## src/rtl/tinycpu_pkg.sv

```systemverilog
// Shared tinycpu definitions: fetch FSM encodings, reset PC default, instruction width.
// Pure declarations; no logic.
package tinycpu_pkg;

  localparam int          INSTR_W          = 32;
  localparam logic [31:0] RESET_PC_DEFAULT = 32'h0000_0000;

  typedef enum logic [2:0] {
    IDLE         = 3'd0,
    FETCH        = 3'd1,
    WAIT_MEM     = 3'd2,
    PRESENT      = 3'd3,
    WAIT_ACK_LOW = 3'd4
  } fetch_state_t;

endpackage

```

## src/rtl/instruction_fetch.sv

```systemverilog
// Fetch stage: single-outstanding word reads, instruction held on DOR/data_out until acked.
// Reset-to-DOR is 3 cycles with a one-cycle memory; ack must drop before the next fetch starts.
module instruction_fetch
  import tinycpu_pkg::*;
#(
  parameter int          ADDR_W      = 10,
  parameter logic [31:0] RESET_PC    = RESET_PC_DEFAULT,
  parameter int          MEM_TIMEOUT = 16
) (
  input  logic               clk,
  input  logic               reset,
  input  logic               enable,
  input  logic               pc_load,
  input  logic [31:0]        pc_load_value,
  output logic               mem_req,
  output logic [ADDR_W-1:0]  mem_addr,
  input  logic [INSTR_W-1:0] mem_rdata,
  input  logic               mem_valid,
  output logic               DOR,
  output logic [INSTR_W-1:0] data_out,
  input  logic               ack_from_next,
  output logic [31:0]        pc_out,
  output logic [15:0]        retry_count
);

  localparam int TIMER_W = (MEM_TIMEOUT <= 2) ? 1 : $clog2(MEM_TIMEOUT);
  localparam logic [TIMER_W-1:0] TIMER_LAST = TIMER_W'(MEM_TIMEOUT - 1);

  fetch_state_t       state, state_next;
  logic [31:0]        pc;
  logic [31:0]        redirect_pc;
  logic               redirect_pending;
  logic [TIMER_W-1:0] timer;

  logic               timeout;
  logic               accept;
  logic               advance;
  logic               consume_redirect;

  always_comb begin
    state_next       = state;
    timeout          = 1'b0;
    accept           = 1'b0;
    advance          = 1'b0;
    case (state)
      IDLE: begin
        if (enable) state_next = FETCH;
      end
      FETCH: begin
        state_next = WAIT_MEM;
      end
      WAIT_MEM: begin
        if (mem_valid) begin
          accept     = 1'b1;
          state_next = PRESENT;
        end else if (timer == TIMER_LAST) begin
          timeout    = 1'b1;
          state_next = FETCH;
        end
      end
      PRESENT: begin
        if (ack_from_next) begin
          advance    = 1'b1;
          state_next = WAIT_ACK_LOW;
        end
      end
      WAIT_ACK_LOW: begin
        if (!ack_from_next) state_next = enable ? FETCH : IDLE;
      end
      default: state_next = IDLE;
    endcase
    // FETCH never loops on itself, so any entry into FETCH is a fresh transition.
    consume_redirect = redirect_pending && (state_next == FETCH);
  end

  always_ff @(posedge clk or posedge reset) begin
    if (reset) begin
      state            <= IDLE;
      pc               <= RESET_PC;
      redirect_pc      <= 32'h0;
      redirect_pending <= 1'b0;
      timer            <= '0;
      DOR              <= 1'b0;
      data_out         <= '0;
      pc_out           <= 32'h0;
      retry_count      <= 16'h0;
    end else begin
      state <= state_next;

      if (consume_redirect) pc <= redirect_pc;
      else if (advance)     pc <= pc + 32'd4;

      // A load coinciding with consumption survives as the next target.
      if (pc_load) begin
        redirect_pending <= 1'b1;
        redirect_pc      <= pc_load_value & 32'hFFFF_FFFC;
      end else if (consume_redirect) begin
        redirect_pending <= 1'b0;
      end

      if (state == FETCH)                      timer <= '0;
      else if (state == WAIT_MEM && !mem_valid) timer <= timer + TIMER_W'(1);

      if (accept) begin
        data_out <= mem_rdata;
        pc_out   <= pc;
        DOR      <= 1'b1;
      end else if (advance) begin
        DOR <= 1'b0;
      end

      if (timeout && retry_count != 16'hFFFF) retry_count <= retry_count + 16'd1;
    end
  end

  assign mem_req  = (state == FETCH);
  assign mem_addr = (state == FETCH) ? pc[ADDR_W+1:2] : '0;

endmodule
```

## config.mk

```make
export PLATFORM = sky130hd
export DESIGN_NAME = instruction_fetch
export DESIGN_NICKNAME = d
export VERILOG_FILES = /design/src/rtl/tinycpu_pkg.sv /design/src/rtl/instruction_fetch.sv
export SDC_FILE = /design/constraint.sdc
export NUM_CORES = 1
export LEC_CHECK = 0
export ABC_CLOCK_PERIOD_IN_PS = 8400
export CAP_MARGIN = 10
export CORE_UTILIZATION = 25
export DETAILED_ROUTE_END_ITERATION = 7
export REMOVE_ABC_BUFFERS = 1
export SLEW_MARGIN = 20
export SYNTH_ARGS = -nofsm -noshare
export SYNTH_HDL_FRONTEND = slang
export SYNTH_SLANG_ARGS = --single-unit
```

## constraint.sdc

```tcl
create_clock -name clk -period 8.4 [get_ports clk]
set_clock_uncertainty 0.15 [all_clocks]
set_input_delay 0.84 -clock clk [delete_from_list [all_inputs] [get_ports clk]]
set_output_delay 0.84 -clock clk [all_outputs]
set_load 0.005 [all_outputs]
```

# Word-level counts from Yosys, hierarchy flattened
# Index checks and enable logic that the tools add are counted.
# totals
mem_count,0
out_inout_bits,92
latch_bits,0
regBits,151
ram_bits,0
input_bits,70
rom_bits,0
# op_classes
magnitude_cmp,0
eq_ne,7
n_shift,0
n_mux,23
reduce_logical,9
bitwise_logic,0
add_sub_neg,3
mul,0
div_mod_pow,0
# ops
cell,count
32-bit 2-to-1 mux,2
"32-bit by 3-bit adder with 32-bit output, second input constant",1
"16-bit by 1-bit adder with 16-bit output, second input constant",1
"16-bit != test, second input constant",1
3-bit 2-to-1 mux,5
3-bit one-hot mux with 5 select lines,1
1-bit 2-to-1 mux,12
10-bit 2-to-1 mux,1
4-bit 2-to-1 mux,2
2-bit nonzero test,4
"3-bit by 1-bit == test with 1-bit output, second input constant",2
"3-bit by 2-bit == test with 1-bit output, second input constant",2
"4-bit by 1-bit adder with 4-bit output, second input constant",1
"4-bit == test, second input constant",1
"3-bit == test, second input constant",1
1-bit logical AND,3
3-bit logical NOT,1
1-bit logical NOT,1

# Longest topological paths before layout
# depth
depth_word,8
mapped_depth,8
mapped_depth_nobuf,6

# Worst setup path before layout
# OpenSTA, ideal clock, no wires.
# synth_path
path_type,reg-to-output
from,register state[0]
to,output mem_addr[4]
setup_slack_ps,6069
n_path_buf,2
t_arrival_ps,1341
required_ps,7410
stages_incl_launch_ff,5
cell_sequence,dfrtp_1 buf_6 nor3b_1 clkbuf_1 and2_1
# synth_between
elab_chain_len,2
# synth_rtl
element,line,rtl
start: declaration,instruction_fetch.sv:29,"fetch_state_t state, state_next;"
start signal: assignment,instruction_fetch.sv:88,state <= state_next;
3-bit by 1-bit == test with 1-bit output,n/a,
named net mem_req,instruction_fetch.sv:15,"output logic mem_req,"
10-bit 2-to-1 mux,instruction_fetch.sv:117,assign mem_addr = (state == FETCH) ? pc[ADDR_W+1:2] : '0;
end: declaration,instruction_fetch.sv:16,"output logic [ADDR_W-1:0] mem_addr,"
# The timed path passes the listed nets, and every way through them passes these cells.

# Final worst setup path
# layout_path
from,register state[0]
to,output mem_addr[9]
# layout_between
elab_chain_len,2
# layout_rtl
element,line
3-bit by 1-bit == test with 1-bit output,instruction_fetch.sv:117
10-bit 2-to-1 mux,instruction_fetch.sv:117
# No other way between the ends.

==> results.sh <==
export IMPL_overflow=0
export IMPL_num_io_pins=162
export IMPL_dieArea_um2=26870
export IMPL_worstSetupEndpointType="output pin"
export IMPL_avgViaCountPerCell=4.593
export IMPL_synth_seq_cells=147
export IMPL_routed_wl_um=16810
export IMPL_grt_max_degree=85
export IMPL_status="finished clean"
export IMPL_path_max_fanout=15
export IMPL_crit_arrival_ps=2590
export IMPL_netlist_top_cell_by_area="dfrtp_1"
export IMPL_relSlewSlack_pct=38.83
export IMPL_vias=4763
export IMPL_first_pass_iters=4
export IMPL_maxCapViolations=0
export IMPL_hold_class="register to register"
export IMPL_path_cells="nor3b_2, and2_2, clkdlybuf4s50_1"
export IMPL_fin_crit_sh_pct=42.63
export IMPL_instances_no_fill=1037
export IMPL_crit_slowest_cell="nor3b_2"
export IMPL_finalSetupTns_ps=0
export IMPL_ctsHoldBuffers=0
export IMPL_cpPeakStageDelay_ps=820
export IMPL_drt_initial_drc_count=286
export IMPL_grt_pass1_vias=4642
export IMPL_antenna_found_initial=0
export IMPL_post_place_cells=1005
export IMPL_grt_busiest_layer="met2"
export IMPL_setup_viol=0
export IMPL_clkTransAtPathRegs_ps=60
export IMPL_synth_ff_type="dfrtp_1"
export IMPL_ctsResizeCount=0
export IMPL_dieWidth_um=163.9
export IMPL_port_buffers=157
export IMPL_gp_congestion=0.7153
export IMPL_clock_latency_ps=420
export IMPL_antenna_cells=0
export IMPL_required_ps=7410
export IMPL_powerDensity_nw_per_um2=308.1
export IMPL_async_reset_ff_share_pct=100.0
export IMPL_coreArea_um2=25470
export IMPL_finalMaxSlewViolations=0
export IMPL_cts_root_buf="clkbuf_16"
export IMPL_timing_fmax_ghz=0.2793
export IMPL_use_met2_pct=19.92
export IMPL_place_detailed_hpwl_um=11130
export IMPL_grt_first_pass_wirelength_um=26360
export IMPL_min_period_ps=3581
export IMPL_start_kind="register"
export IMPL_synth_cells=537
export IMPL_ant_nets=0
export IMPL_synth_top_area_share_pct=56.12
export IMPL_fp_dieH_um=163.9
export IMPL_syn_avg_cell_area_um2=12.21
export IMPL_ir_worst_vdd_mv=0.1461
export IMPL_area_delta_synth_final_pct=37.70
export IMPL_synth_edf_count=0
export IMPL_fp_row_count=58
export IMPL_drc=0
export IMPL_drive_gt1_share_pct=21.07
export IMPL_start_util_pct=25.73
export IMPL_cts_buffers_inserted=17
export IMPL_cts_post_setup_buffers_inserted=0
export IMPL_synth_seq_area_share_pct=56.12
export IMPL_yosys_cell_count_top_type="dfrtp_1"
export IMPL_ys_top_cells_by_count="147 x dfrtp_1, 91 x mux2_2, 47 x nand2_1"
export IMPL_p_leak_nw=3.614
export IMPL_clock_path_buffers=2
export IMPL_grtUsageTotal_pct=12.95
export IMPL_worstSetupPathType="register to output pin"
export IMPL_rsz0062_at_grt="no"
export IMPL_nNetsFinal=767
export IMPL_syn_area_um2=6555
export IMPL_synthTopCellsByArea="dfrtp_1 56%, mux2_2 16%, nand2_1 2.7%"
export IMPL_wire_per_inst_um=16.21
export IMPL_worstMarginPinSlew_ps=913.5
export IMPL_finalHoldViolCount=0
export IMPL_synth_distinct_cells=60
export IMPL_grt_use_met1_pct=17.81
export IMPL_cts_sinks=147
export IMPL_ys_warn_count=0
export IMPL_tritoncts="yes"
export IMPL_grtUsageMet3_pct=3.030
export IMPL_htreeDepth=4
[layer usage]
layer / vias to the layer above / routed length [um]
met5: - / 0
met4: 0 / 155
met3: 7 / 937
met2: 143 / 7557
met1: 2339 / 8158
li1: 2274 / -
[cells by family after synthesis]
kind of cell,Yosys count,share of synthesized area (%)
DFF,147,56.12
other,1,0.05721
buffers and inverters,33,2.825
muxes,93,15.96
AOI/OAI and AO/OA,69,7.272
and+or+nand+nor,171,14.53
xor gates and xnor gates,20,2.672
adders and majority gates,3,0.5727
[through the flow]
step / total power [mW] / setup WS (ps) / util (%) / area, um^2 / hold WS [ps]
6_report: 2.781 / 4819 / 35.44 / 9026 / 328.9
5_1_grt: 2.973 / 4607 / 35.44 / 9026 / 356.6
4_1_cts: 2.829 / 4787 / 35.44 / 9026 / 333.9
3_5_place_dp: 2.048 / 5106 / 33.15 / 8443 / 319.3
3_3_place_gp: 2.024 / 5119 / 33.15 / 8443 / 321.8
2_1_floorplan: 1.544 / 3459 / - / 6400 / 295.0
[registers in the layout, summed over array words and instances, names as in the netlist, 3 cells and up]
name	flops
data_out	32
pc	30
pc_out	30
redirect_pc	30
retry_count	16
timer	4
state	3
[final timing paths]
| check | slack (ps) | depth (start not counted) | to | from |
|---|---|---|---|---|
| max reg2reg | 5760 | 4 | pc_out[15] | state[1] |
| max | 4820 | 3 | mem_addr[9] | state[0] |
| min reg2reg | 330 | 2 | pc[26] | redirect_pc[26] |
| min in group asynchronous | 780 | 2 | data_out[4] | reset |
| max in group asynchronous | 5920 | 3 | DOR | reset |
| min | 330 | 2 | pc[26] | redirect_pc[26] |
[area by class of cell]
type	count	area (um^2)
multi-input combinational	358	2704
inverter	7	31.28
sequential	147	3679
fill	2469	16450
clock buffer	18	429.2
timing repair buffer	163	1617
clock inverter	14	153.9
tap	330	412.9
[worst max-delay path, delay by kind of cell, from the launching register on]
| family | cells | cell delay, ps |
|---|---|---|
| flip-flops | 1 | 590 |
| buffers and inverters | 1 | 490 |
| AND/OR/NAND/NOR | 2 | 1090 |
[placed cells by master (no fill, tap or decap), types with 5 or more instances in the layout]
| cell | count |
|---|---|
| nand3_1 | 25 |
| a221o_1 | 8 |
| xor2_1 | 7 |
| mux2_2 | 91 |
| nor3_1 | 8 |
| a21oi_1 | 8 |
| inv_1 | 6 |
| nand4_1 | 20 |
| a31oi_1 | 5 |
| clkdlybuf4s50_1 | 157 |
| o211ai_1 | 7 |
| xnor2_1 | 13 |
| clkbuf_16 | 17 |
| o311ai_0 | 5 |
| o21ai_0 | 19 |
| nor2_1 | 27 |
| and2_1 | 9 |
| buf_4 | 6 |
| dfrtp_1 | 147 |
| nand2_1 | 47 |
[where the power goes]
| part | internal [mW] | leakage [nW] | total, mW | switching [mW] |
|---|---|---|---|---|
| registers | 0.935 | 1.83 | 1.14 | 0.202 |
| logic | 0.547 | 1.51 | 0.881 | 0.334 |
| clock network | 0.441 | 0.277 | 0.762 | 0.321 |
Power figures use the tool's default switching activity.
